**src/rtl/seg7_count_monitor.sv**
```systemverilog
// Seven-segment display bus monitor: debounces {sel,co,seg}, decodes the accepted
// pattern back to a 0..15 count and checks that accepted values follow the up-count.
//
//   state | meaning
//   ------+-----------------------------------------------------------------
//   HUNT  | no trusted reference value; next legal accept is taken as-is
//   TRACK | reference held in value; each legal accept must be value+1 mod 16
module seg7_count_monitor #(
    parameter int STABLE_CYC = 3,
    parameter int ERR_W      = 8
) (
    input  logic             clk,
    input  logic             cr,
    input  logic [6:0]       seg,
    input  logic             co,
    input  logic             sel,
    output logic [3:0]       value,
    output logic             value_vld,
    output logic             illegal,
    output logic             seq_err,
    output logic             locked,
    output logic [ERR_W-1:0] err_cnt
);

    typedef enum logic {HUNT, TRACK} state_t;

    localparam logic [3:0] STAB_MAX = 4'(STABLE_CYC);
    localparam logic [3:0] STAB_ACC = 4'(STABLE_CYC - 1);

    state_t     state, state_nxt;
    logic [8:0] smp, smp_d;
    logic [3:0] stab, stab_nxt;

    logic       smp_sel, smp_co;
    logic [6:0] smp_seg;
    logic       same, accept;

    logic [3:0] digit, dec_val;
    logic       dig_ok, legal;

    logic [3:0]       value_nxt;
    logic             vld_nxt, ill_nxt, seq_nxt, err_inc;
    logic [ERR_W-1:0] err_nxt;

    assign smp_sel = smp[8];
    assign smp_co  = smp[7];
    assign smp_seg = smp[6:0];
    assign same    = (smp == smp_d);

    // stab == STAB_ACC with the pattern still present is the one edge of each
    // stable run where acceptance fires; saturation at STAB_MAX blocks re-fire.
    assign accept  = !smp_sel && same && (stab == STAB_ACC);

    always_comb begin
        stab_nxt = 4'd0;
        if (!smp_sel && same) begin
            stab_nxt = (stab == STAB_MAX) ? stab : stab + 4'd1;
        end
    end

    always_comb begin
        digit  = 4'd0;
        dig_ok = 1'b1;
        case (smp_seg)
            7'b1111110: digit = 4'd0;
            7'b0110000: digit = 4'd1;
            7'b1101101: digit = 4'd2;
            7'b1111001: digit = 4'd3;
            7'b0110011: digit = 4'd4;
            7'b1011011: digit = 4'd5;
            7'b1011111: digit = 4'd6;
            7'b1110000: digit = 4'd7;
            7'b1111111: digit = 4'd8;
            7'b1111011: digit = 4'd9;
            default:    dig_ok = 1'b0;
        endcase
    end

    // With co set only digits 0..5 fit in four bits.
    assign legal   = dig_ok && !(smp_co && (digit > 4'd5));
    assign dec_val = smp_co ? digit + 4'd10 : digit;

    always_comb begin
        state_nxt = state;
        value_nxt = value;
        vld_nxt   = 1'b0;
        ill_nxt   = 1'b0;
        seq_nxt   = 1'b0;
        err_inc   = 1'b0;
        if (accept) begin
            if (!legal) begin
                ill_nxt   = 1'b1;
                err_inc   = 1'b1;
                state_nxt = HUNT;
            end else begin
                value_nxt = dec_val;
                vld_nxt   = 1'b1;
                state_nxt = TRACK;
                if ((state == TRACK) && (dec_val != value + 4'd1)) begin
                    seq_nxt = 1'b1;
                    err_inc = 1'b1;
                end
            end
        end
    end

    assign err_nxt = (err_inc && (err_cnt != '1)) ? err_cnt + ERR_W'(1) : err_cnt;

    always_ff @(posedge clk or posedge cr) begin
        if (cr) begin
            smp       <= '0;
            smp_d     <= '0;
            stab      <= 4'd0;
            state     <= HUNT;
            value     <= 4'd0;
            value_vld <= 1'b0;
            illegal   <= 1'b0;
            seq_err   <= 1'b0;
            err_cnt   <= '0;
        end else begin
            smp       <= {sel, co, seg};
            smp_d     <= smp;
            stab      <= stab_nxt;
            state     <= state_nxt;
            value     <= value_nxt;
            value_vld <= vld_nxt;
            illegal   <= ill_nxt;
            seq_err   <= seq_nxt;
            err_cnt   <= err_nxt;
        end
    end

    assign locked = (state == TRACK);

endmodule
```
**config.mk**
```make
export PLATFORM = sky130hd
export DESIGN_NAME = seg7_count_monitor
export DESIGN_NICKNAME = d
export VERILOG_FILES = /design/src/rtl/seg7_count_monitor.sv
export SDC_FILE = /design/constraint.sdc
export NUM_CORES = 1
export LEC_CHECK = 0
export ABC_AREA = 1
export ABC_CLOCK_PERIOD_IN_PS = 2100
export BUFFER_PORTS_ARGS = -buffer_cell sky130_fd_sc_hd__buf_2
export CAP_MARGIN = 20
export CORE_ASPECT_RATIO = 1.5
export CORE_MARGIN = 5
export CORE_UTILIZATION = 51
export DETAILED_ROUTE_END_ITERATION = 12
export PLACE_DENSITY = 0.75
export SLEW_MARGIN = 0
export SYNTH_ARGS = -nofsm -noshare
export SYNTH_HDL_FRONTEND = slang
export SYNTH_SLANG_ARGS = --single-unit
```
**constraint.sdc**
```tcl
create_clock -name clk -period 2.1 [get_ports clk]
set_input_delay 0.105 -clock clk [delete_from_list [all_inputs] [get_ports clk]]
set_output_delay 0.105 -clock clk [all_outputs]
set_load 0.02 [all_outputs]
```
# After elaboration in Yosys (flattened, before gate mapping)
# Index checks and enable logic that the tools add are counted.
# Widths: inputs -> output; s select.
# classes
magnitude_cmp	1
n_mul	0
muxes	14
reduce_logical	10
n_eq_ne	16
n_bitwise	0
n_div	0
addsub	4
n_shift	0
# op_table
op	count
$eq 7x7->1 const B	8
$pmux 4 s9	1
$eq 7x6->1 const B	2
$mux 4	3
$mux 1	10
$reduce_or 10->1	1
$eq 9x9->1	1
$add 4x1->4 const B	2
$add 8x1->8 const B	1
$eq 4x2->1 const B	2
$ne 8x8->1 const B	1
$logic_and 1x1->1	6
$add 4x4->4 const B	1
$gt 4x3->1 const B	1
$ne 4x4->1	1
$logic_not 1->1	2
$ne 2x2->1 const B	1
$reduce_and 2->1	1
# totals
latch_bits	0
inputBits	11
memories	0
output_inout_bits	16
ramBits	0
reg_bits	38
word_cells	54
rom_bits	0

# Longest topological paths before layout
# Gate-level depths: netlist of the first run.
# logic_depth
depth_word	10
depth_mapped	19
depth_no_buf	18

# Worst setup path after synthesis of the first run
# Ideal clock, no wire load.
# synth_path
path_type	reg-to-reg
from	register smp[6]
to	register err_cnt[5]
setup_time_ns	0.118
n_path_buf	1
stages_incl_launch_ff	16
period_less_slack_ns	2.235
setup_slack_ns	-0.135
arrival_ns	2.117
required_time_ns	1.982
path_cell_list	dfrtp_1 -> nand2_1 -> inv_1 -> nand2_1 -> nor2_1 -> nor2_1 -> nand2_2 -> ha_1 -> or2_2 -> nand3_1 -> nand3_2 -> o21bai_2 -> nand2_2 -> buf_6 -> nand4_1 -> nand2_1
# synth_between
elab_chain_len	10
elab_cells_between_ends	28
cone_classes	add/sub: 1; order compare: 1; eq/ne: 12; mux: 6; reduce/logical: 8
# synth_lines
item	line_no	rtl
from (decl)	31	logic [8:0] smp, smp_d;
from (signal assigned)	121	smp <= {sel, co, seg};
$eq 7x7->1 / $eq 7x6->1 (equally long branches)	64	case (smp_seg)
$pmux 4 s9	64	
$add 4x4->4	81	assign dec_val = smp_co ? digit + 4'd10 : digit;
$mux 4	81	
$ne 4x4->1	99	if ((state == TRACK) && (dec_val != value + 4'd1)) begin
$logic_and 1x1->1	99	
$mux 1	99	
$mux 1	91	if (!legal) begin
$mux 1 *	90	if (accept) begin
$logic_and 1x1->1 *	107	assign err_nxt = (err_inc && (err_cnt != '1)) ? err_cnt + ERR_W'(1) : err_cnt;
to (signal assigned)	129	err_cnt <= err_nxt;
to (decl)	22	output logic [ERR_W-1:0] err_cnt
# Every way passes the cells marked *; elsewhere a longest branch is shown, timed or not.
# A chain may end at the register's enable or synchronous reset.

# Worst setup path after layout of the first run
# layout_path
from	register smp[2]
to	register err_cnt[2]
# Same word-level chain as after synthesis.

==> summary.md, run 1 <==
| Metric | Value |
|---|---|
| Grt total ovfl | `0` |
| Residual DRC count | `0` |
| Drt first-iter violations | `47` |
| H-tree depth | `2` |
| Placed Instances | `326` |
| Final #Nets | `330` |
| GRT Overall Usage | `20.6%` |
| Worst slew margin | `between 60% and 70%` |
| Syn_nets | `251` |
| Hold crit path type | `reg -> reg` |
| Worst vdd ir | `0.000626 V` |
| CP endpoint kind | `register` |
| Largest net degree at the start of global routing | `39` |
| CTS Sinks | `38` |
| Final period util | `107%` |
| Clock Latency Late Sink | `300 ps` |
| Final setup fails | `9` |
| Via count of the first global-routing pass | `1804` |
| Unique masters post-synth | `27` |
| Max-cap violations | `0` |
| Mean Syn Cell Area | `8.51 sq um` |
| Worst Path Required | `about 2300 ps` |
| Antenna violations before repair | `0` |
| Area of the core | `slightly below 4000 sq um` |
| CTS buffer count | `5` |
| Worst Reg-to-Reg Cells | `13` |
| Diode count | `0` |
| Die Span Y | `86.7 um` |
| Clock root cell | `clkbuf_8` |
| Worst EP arrival | `2440 ps` |
| Final worst slack | `-153 ps` |
| Number of port buffers | `26` |
| TritonRoute pass-1 iters | `4` |
| WL final | `5230 um` |
| Die X | `61.1 um` |
| Die ar. | `5300 sq um` |
| Peak Freq | `444 MHz` |
| DRT antenna net count | `0` |
| Final non-filler cell total | `360` |
| Via density | `5.14` |
| Min Tclk post-route | `between 2000 and 2500 ps` |
| Initial Util | `51.4%` |
| P_leak | `approximately 1.4 nW` |
| Synthesis Warnings | `0` |
| Reg-to-Reg End | `err_cnt[2]$_DFFE_PP0P_` |
| Fillers | `275` |
| IO Count | `27` |
| CP endpoint | `err_cnt[2]$_DFFE_PP0P_` |
| R2r startpoint | `smp[2]$_DFF_PP0_` |
| Placer congestion estimate | `slightly below 0.9` |
| Slew @ Worst Pin | `~480 ps` |
| Post-synthesis cell area | `2000 sq um` |
| Outcome | `complete, but fails checks` |
| Final hold vios | `0` |
| Most frequent cells in the layout | `48 x nand2_1, 36 x dfrtp_1, 36 x buf_4` |
| CP Launch Type | `register` |
| CTS max path bufs | `2` |
| Fin. max-slew vios | `0` |
| Site row count | `28` |
| Share of layout cells above drive strength 1 | `39.7%` |
| Synthesized instance count | `235` |
| HPWL after DPL | `3410 um` |
| First-pass GRT wire length | `8050 um` |
| #FFs+latches synth | `38` |
| Reg2Reg Setup Slack | `-150 ps` |
| CP Class | `reg -> reg` |
| Critical path peak fanout | `5` |
| Sequential element share of the synthesized area | `a little under half` |
| Skew final | `~7.5 ps` |
| Area Overhead vs Synth | `37.7%` |
| CP startpoint | `smp[2]$_DFF_PP0_` |
| Clk slew on worst S/H paths | `80 ps` |
| CTS tree | `done` |
| RSZ-0062 raised after global routing | `yes` |
| Via Count | `1851` |
| Failing checks | `setup timing` |
| Routed length per instance | `14.5 um` |
| Commonest non-fill, non-tap cell in the layout | `nand2_1` |
| Total Power | `around 1.4 mW` |
| TNS Setup | `-1230 ps` |
| Cell Pwr Density | `525 nW/um^2` |
cell families after synthesis:
kind of cell    after synthesis  share of synthesized area (%)
compound gates               13                           4.13
simple gates                137                           34.4
fa+ha+maj                     5                           3.13
flops                        38                           47.5
xor+xnor                     10                           4.38
buf+inv                      32                           6.44
state kept, by name (all words and copies together) (netlist names), 4 cells and up:
signal   cells
smp_d        9
err_cnt      8
smp          9
stab         4
value        4
per-layer routing:
layer,share of wire (%),GRT usage [%],vias to the layer above
met3,3.1,4.02,13
met4,2.7,8.68,0
li1,-,-,917
met1,39,23.0,884
met2,55,36.7,37
met5,0,0,-
cell type report:
| cell class | instances | area (sq um) | share of cell area, % |
|---|---|---|---|
| Clock buffer | 6 | 82.6 | 3.00 |
| Clock inverter | 2 | 12.5 | 0.454 |
| Inverter | 31 | 118 | 4.27 |
| Multi-Input combinational cell | 166 | 1030 | 37.5 |
| Sequential cell | 38 | 953 | 34.6 |
| Tap cell | 45 | 56.3 | 2.04 |
| Timing Repair Buffer | 72 | 500 | 18.2 |
cells in the mapped netlist:
cell,number,area [sq um]
a211oi_1,2,15.0
a21oi_1,3,15.0
buf_6,1,11.3
clkinv_2,1,5.00
dfrtp_1,38,951
ha_1,5,62.6
inv_1,25,93.8
inv_2,5,18.8
nand2_1,53,199
nand2_2,7,43.8
nand3_1,21,105
nand3_2,10,100
nand3b_1,1,7.51
nand4_1,10,62.6
nor2_1,22,82.6
nor2_2,5,31.3
nor2_4,2,22.5
nor3_1,3,15.0
o21ai_0,3,15.0
o21ai_1,1,5.00
o21ai_2,1,8.76
o21bai_2,1,11.3
o22ai_1,2,12.5
or2_2,2,12.5
or3_1,1,6.26
xnor2_1,6,52.6
xor2_1,4,35.0
per-stage QoR:
stage	util, %	setup slack (ps)	hold slack [ps]	cell area (sq um)
floorplan	-	10.5	136	2030
global placement	60.7	-136	213	2360
detailed placement	60.7	-184	215	2360
CTS	68.4	-72.4	393	2660
global route	70.8	-284	408	2760
finish	70.8	-153	386	2760
how the worst min path moves through the flow:
stage                     cells past startpoint             start  slack [ps]                  to
after floorplan                               0            seg[0]         140    smp[0]$_DFF_PP0_
after global placement                        1            seg[6]         210    smp[6]$_DFF_PP0_
after detailed placement                      1            seg[6]         210    smp[6]$_DFF_PP0_
after CTS                                     0  smp[8]$_DFF_PP0_         390  smp_d[8]$_DFF_PP0_
after global routing                          0  smp[8]$_DFF_PP0_         410  smp_d[8]$_DFF_PP0_
final                                         0  smp[8]$_DFF_PP0_         390  smp_d[8]$_DFF_PP0_
worst max-delay path: stages, from the launching register on:
cell,delay (ps)
dfrtp_1,440
nor2_2,190
nand2_1,110
nor2_2,130
nor2_2,70
nand2_2,90
ha_4,210
or2_4,250
nand3_2,80
nand3_2,80
o21bai_4,210
nand2_2,120
nand4_1,90
nand2_1,70
repair_timing:
| action | 4_1_cts | 5_1_grt |
|---|---|---|
| endpoints found under the hold margin | 47 | 0 |
| hold buffers | 10 | 0 |
| cloned | 1 | 0 |
| pin swaps | 3 | 7 |
| buffers inserted | 8 | 7 |
| resized for setup | 11 | 12 |
| endpoints found under the setup margin | 8 | 14 |
where the power goes:
group | internal, mW | total, mW | leakage [nW] | switching (mW)
Clock | 0.264 | 0.526 | 0.0472 | 0.262
Sequential | 0.749 | 0.766 | 0.487 | 0.0166
Combinational | 0.0745 | 0.154 | 0.836 | 0.0795
Total | 1.09 | 1.45 | 1.37 | 0.358
Power figures use the tool's default switching activity.
==> run 2: changes to the inputs <==
--- a/config.mk
+++ b/config.mk
@@ -13,6 +13,7 @@
 export CORE_MARGIN = 5
 export CORE_UTILIZATION = 51
 export DETAILED_ROUTE_END_ITERATION = 12
+export GPL_TIMING_DRIVEN = 0
 export PLACE_DENSITY = 0.75
 export SLEW_MARGIN = 0
 export SYNTH_ARGS = -nofsm -noshare
==> summary.md, run 2 (synthesis gave the netlist of run 1 again) <==
| Metric | Value |
|---|---|
| Outcome | `complete, but fails checks` |
| Failing checks | `hold timing, setup timing` |
| Largest net degree at the start of global routing | `21` |
| CTS max path bufs | `2` |
| Reg-to-Reg End | `err_cnt[5]$_DFFE_PP0P_` |
| Most frequent cells in the layout | `47 x nand2_1, 31 x dfrtp_1, 26 x buf_2` |
| CP endpoint kind | `register` |
| Clk slew on worst S/H paths | `70 ps` |
| CP Cell Sequence | `inv_2 -> nand3_2 -> nor2_2 -> nor2_4 -> nand2_4 -> ha_4 -> or2_4 -> nand3_2 -> nand3_2 -> o21bai_4 -> nand2_4 -> buf_6 -> nand4_1 -> nand2_1` |
| Slew @ Worst Pin | `826 ps` |
| TritonRoute pass-1 iters | `4` |
| Final setup fails | `9` |
| Area occupied by multi-input gates | `1080 sq um` |
| DRT antenna net count | `0` |
| Final #Nets | `315` |
| Worst vdd ir | `0.000669 V` |
| Residual DRC count | `0` |
| Min Tclk post-route | `around 2200 ps` |
| Commonest non-fill, non-tap cell in the layout | `nand2_1` |
| Cell Pwr Density | `between 500 and 600 nW/um^2` |
| RSZ-0062 raised after global routing | `yes` |
| Final hold vios | `19` |
| TNS Setup | `-893 ps` |
| CTS tree | `done` |
| Skew final | `approximately 4.3 ps` |
| Site row count | `28` |
| Placed Instances | `slightly above 300` |
| R2r startpoint | `smp[5]$_DFF_PP0_` |
| WL final | `5190 um` |
| Clock Latency Late Sink | `290 ps` |
| Clock root cell | `clkbuf_8` |
| Slowest-stage cell, CP | `dfrtp_2` |
| Fin. max-slew vios | `0` |
| Via count of the first global-routing pass | `1961` |
| Hold crit path type | `in -> async` |
| Placer congestion estimate | `0.782` |
| IO Count | `27` |
| Worst Path Required | `2290 ps` |
| Layout Utilization | `71.0%` |
| CTS Sinks | `38` |
| Final period util | `105%` |
| Placement Setup Slack | `-234 ps` |
| Fillers | `285` |
| Worst Reg-to-Reg Cells | `14` |
| H-tree depth | `2` |
| Die Span Y | `86.7 um` |
| Critical path peak fanout | `5` |
| Share of layout cells above drive strength 1 | `40.8%` |
| P_leak | `about 1.3 nW` |
| HPWL after DPL | `about 3300 um` |
| Final worst slack | `-114 ps` |
| Reg2Reg Setup Slack | `-110 ps` |
| Die ar. | `5300 sq um` |
| Final hold slack | `-35.2 ps` |
| Initial Util | `51.4%` |
| Number of port buffers | `26` |
| CTS buffer count | `5` |
| Antenna violations before repair | `0` |
| CP most frequent cell | `nand3_2` |
| First-pass GRT wire length | `8420 um` |
| Routed length per instance | `approximately 15 um` |
| Peak Freq | `about 450 MHz` |
| Drt first-iter violations | `63` |
| CP Class | `reg -> reg` |
| Via density | `5.33` |
| GRT Overall Usage | `a little over a fifth` |
| Diode count | `0` |
| Top flop regs | `smp (9), smp_d (9), err_cnt (8)` |
| Max-cap violations | `0` |
| Via Count | `1835` |
| Area of the core | `between 3000 and 4000 sq um` |
| Area Overhead vs Synth | `38.0%` |
| Final non-filler cell total | `344` |
| Grt total ovfl | `0` |
| Crit-path max cell delay | `between 400 and 500 ps` |
| Worst EP arrival | `roughly 2400 ps` |
| Worst slew margin | `between 40% and 50%` |
| Total area of sequential cells | `roughly 960 sq um` |
| Die X | `slightly above 60 um` |
| CP Launch Type | `register` |
-- run 2: changes by cell type in the layout (fill, tap and decap cells not counted), sizes merged --
cell         change
dlygate4sd3      -1
clkinv           -1
bufinv           +1
nand2            -1
clkinvlp         -1
buf             -13
-- run 2: final cells by class --
cell class	count	share of cell area (%)
Clock inverter	1	1.09
Clock buffer	6	2.99
Inverter	31	4.35
Buffer	1	0.408
Tap cell	45	2.04
Sequential cell	38	34.8
Timing Repair Buffer	57	15.1
Multi-Input combinational cell	165	39.3
-- run 2: worst max path at each step --
stage / start / end / slack [ps] / cells past startpoint
4_1_cts: smp[3]$_DFF_PP0_ / err_cnt[5]$_DFFE_PP0P_ / -110 / 15
6_report: smp[5]$_DFF_PP0_ / err_cnt[5]$_DFFE_PP0P_ / -110 / 14
3_5_place_dp: smp[6]$_DFF_PP0_ / err_cnt[5]$_DFFE_PP0P_ / -230 / 16
2_1_floorplan: smp[1]$_DFF_PP0_ / err_cnt[5]$_DFFE_PP0P_ / 10 / 15
3_3_place_gp: smp[4]$_DFF_PP0_ / err_cnt[2]$_DFFE_PP0P_ / -180 / 16
5_1_grt: smp[5]$_DFF_PP0_ / err_cnt[6]$_DFFE_PP0P_ / -220 / 14
-- run 2: routing by layer --
| metal | vias up | share of wire, % | GRT usage (%) |
|---|---|---|---|
| met5 | - | 0 | 0 |
| met4 | 0 | 2.1 | 9.47 |
| met3 | 9 | 3.1 | 3.87 |
| met2 | 42 | 59 | 38.8 |
| met1 | 896 | 36 | 22.7 |
| li1 | 888 | - | - |
-- run 2: what timing repair did --
action / CTS / global route
endpoints found under the setup margin: 8 / 14
gates resized for setup: 24 / 24
hold buffers: 9 / 0
endpoints found under the hold margin: 9 / 0
setup buffers: 14 / 8
gates cloned: 1 / 0
pin swaps: 22 / 9
-- run 2: through the flow --
stage	instance area, sq um	power, mW
floorplan	2030	0.846
global placement	2210	0.871
detailed placement	2240	0.881
CTS	2630	1.54
global route	2760	1.62
finish	2760	1.56
-- run 2: report_power, final --
part           internal, mW  total (mW)  switching, mW  leakage (nW)
Combinational        0.0688       0.149         0.0800         0.787
Clock                 0.380       0.636          0.256        0.0573
Sequential            0.750       0.773         0.0227         0.482
Total                  1.20        1.56          0.359          1.33
-- run 2: critical path: cells and delay by family (launching register included) --
family                   cells  cell delay [ps]
AND/OR/NAND/NOR             10             1040
flip-flops                   1              460
adder cells (fa/ha/maj)      1              200
buffers and inverters        2              260
AO/OA/AOI/OAI                1              150
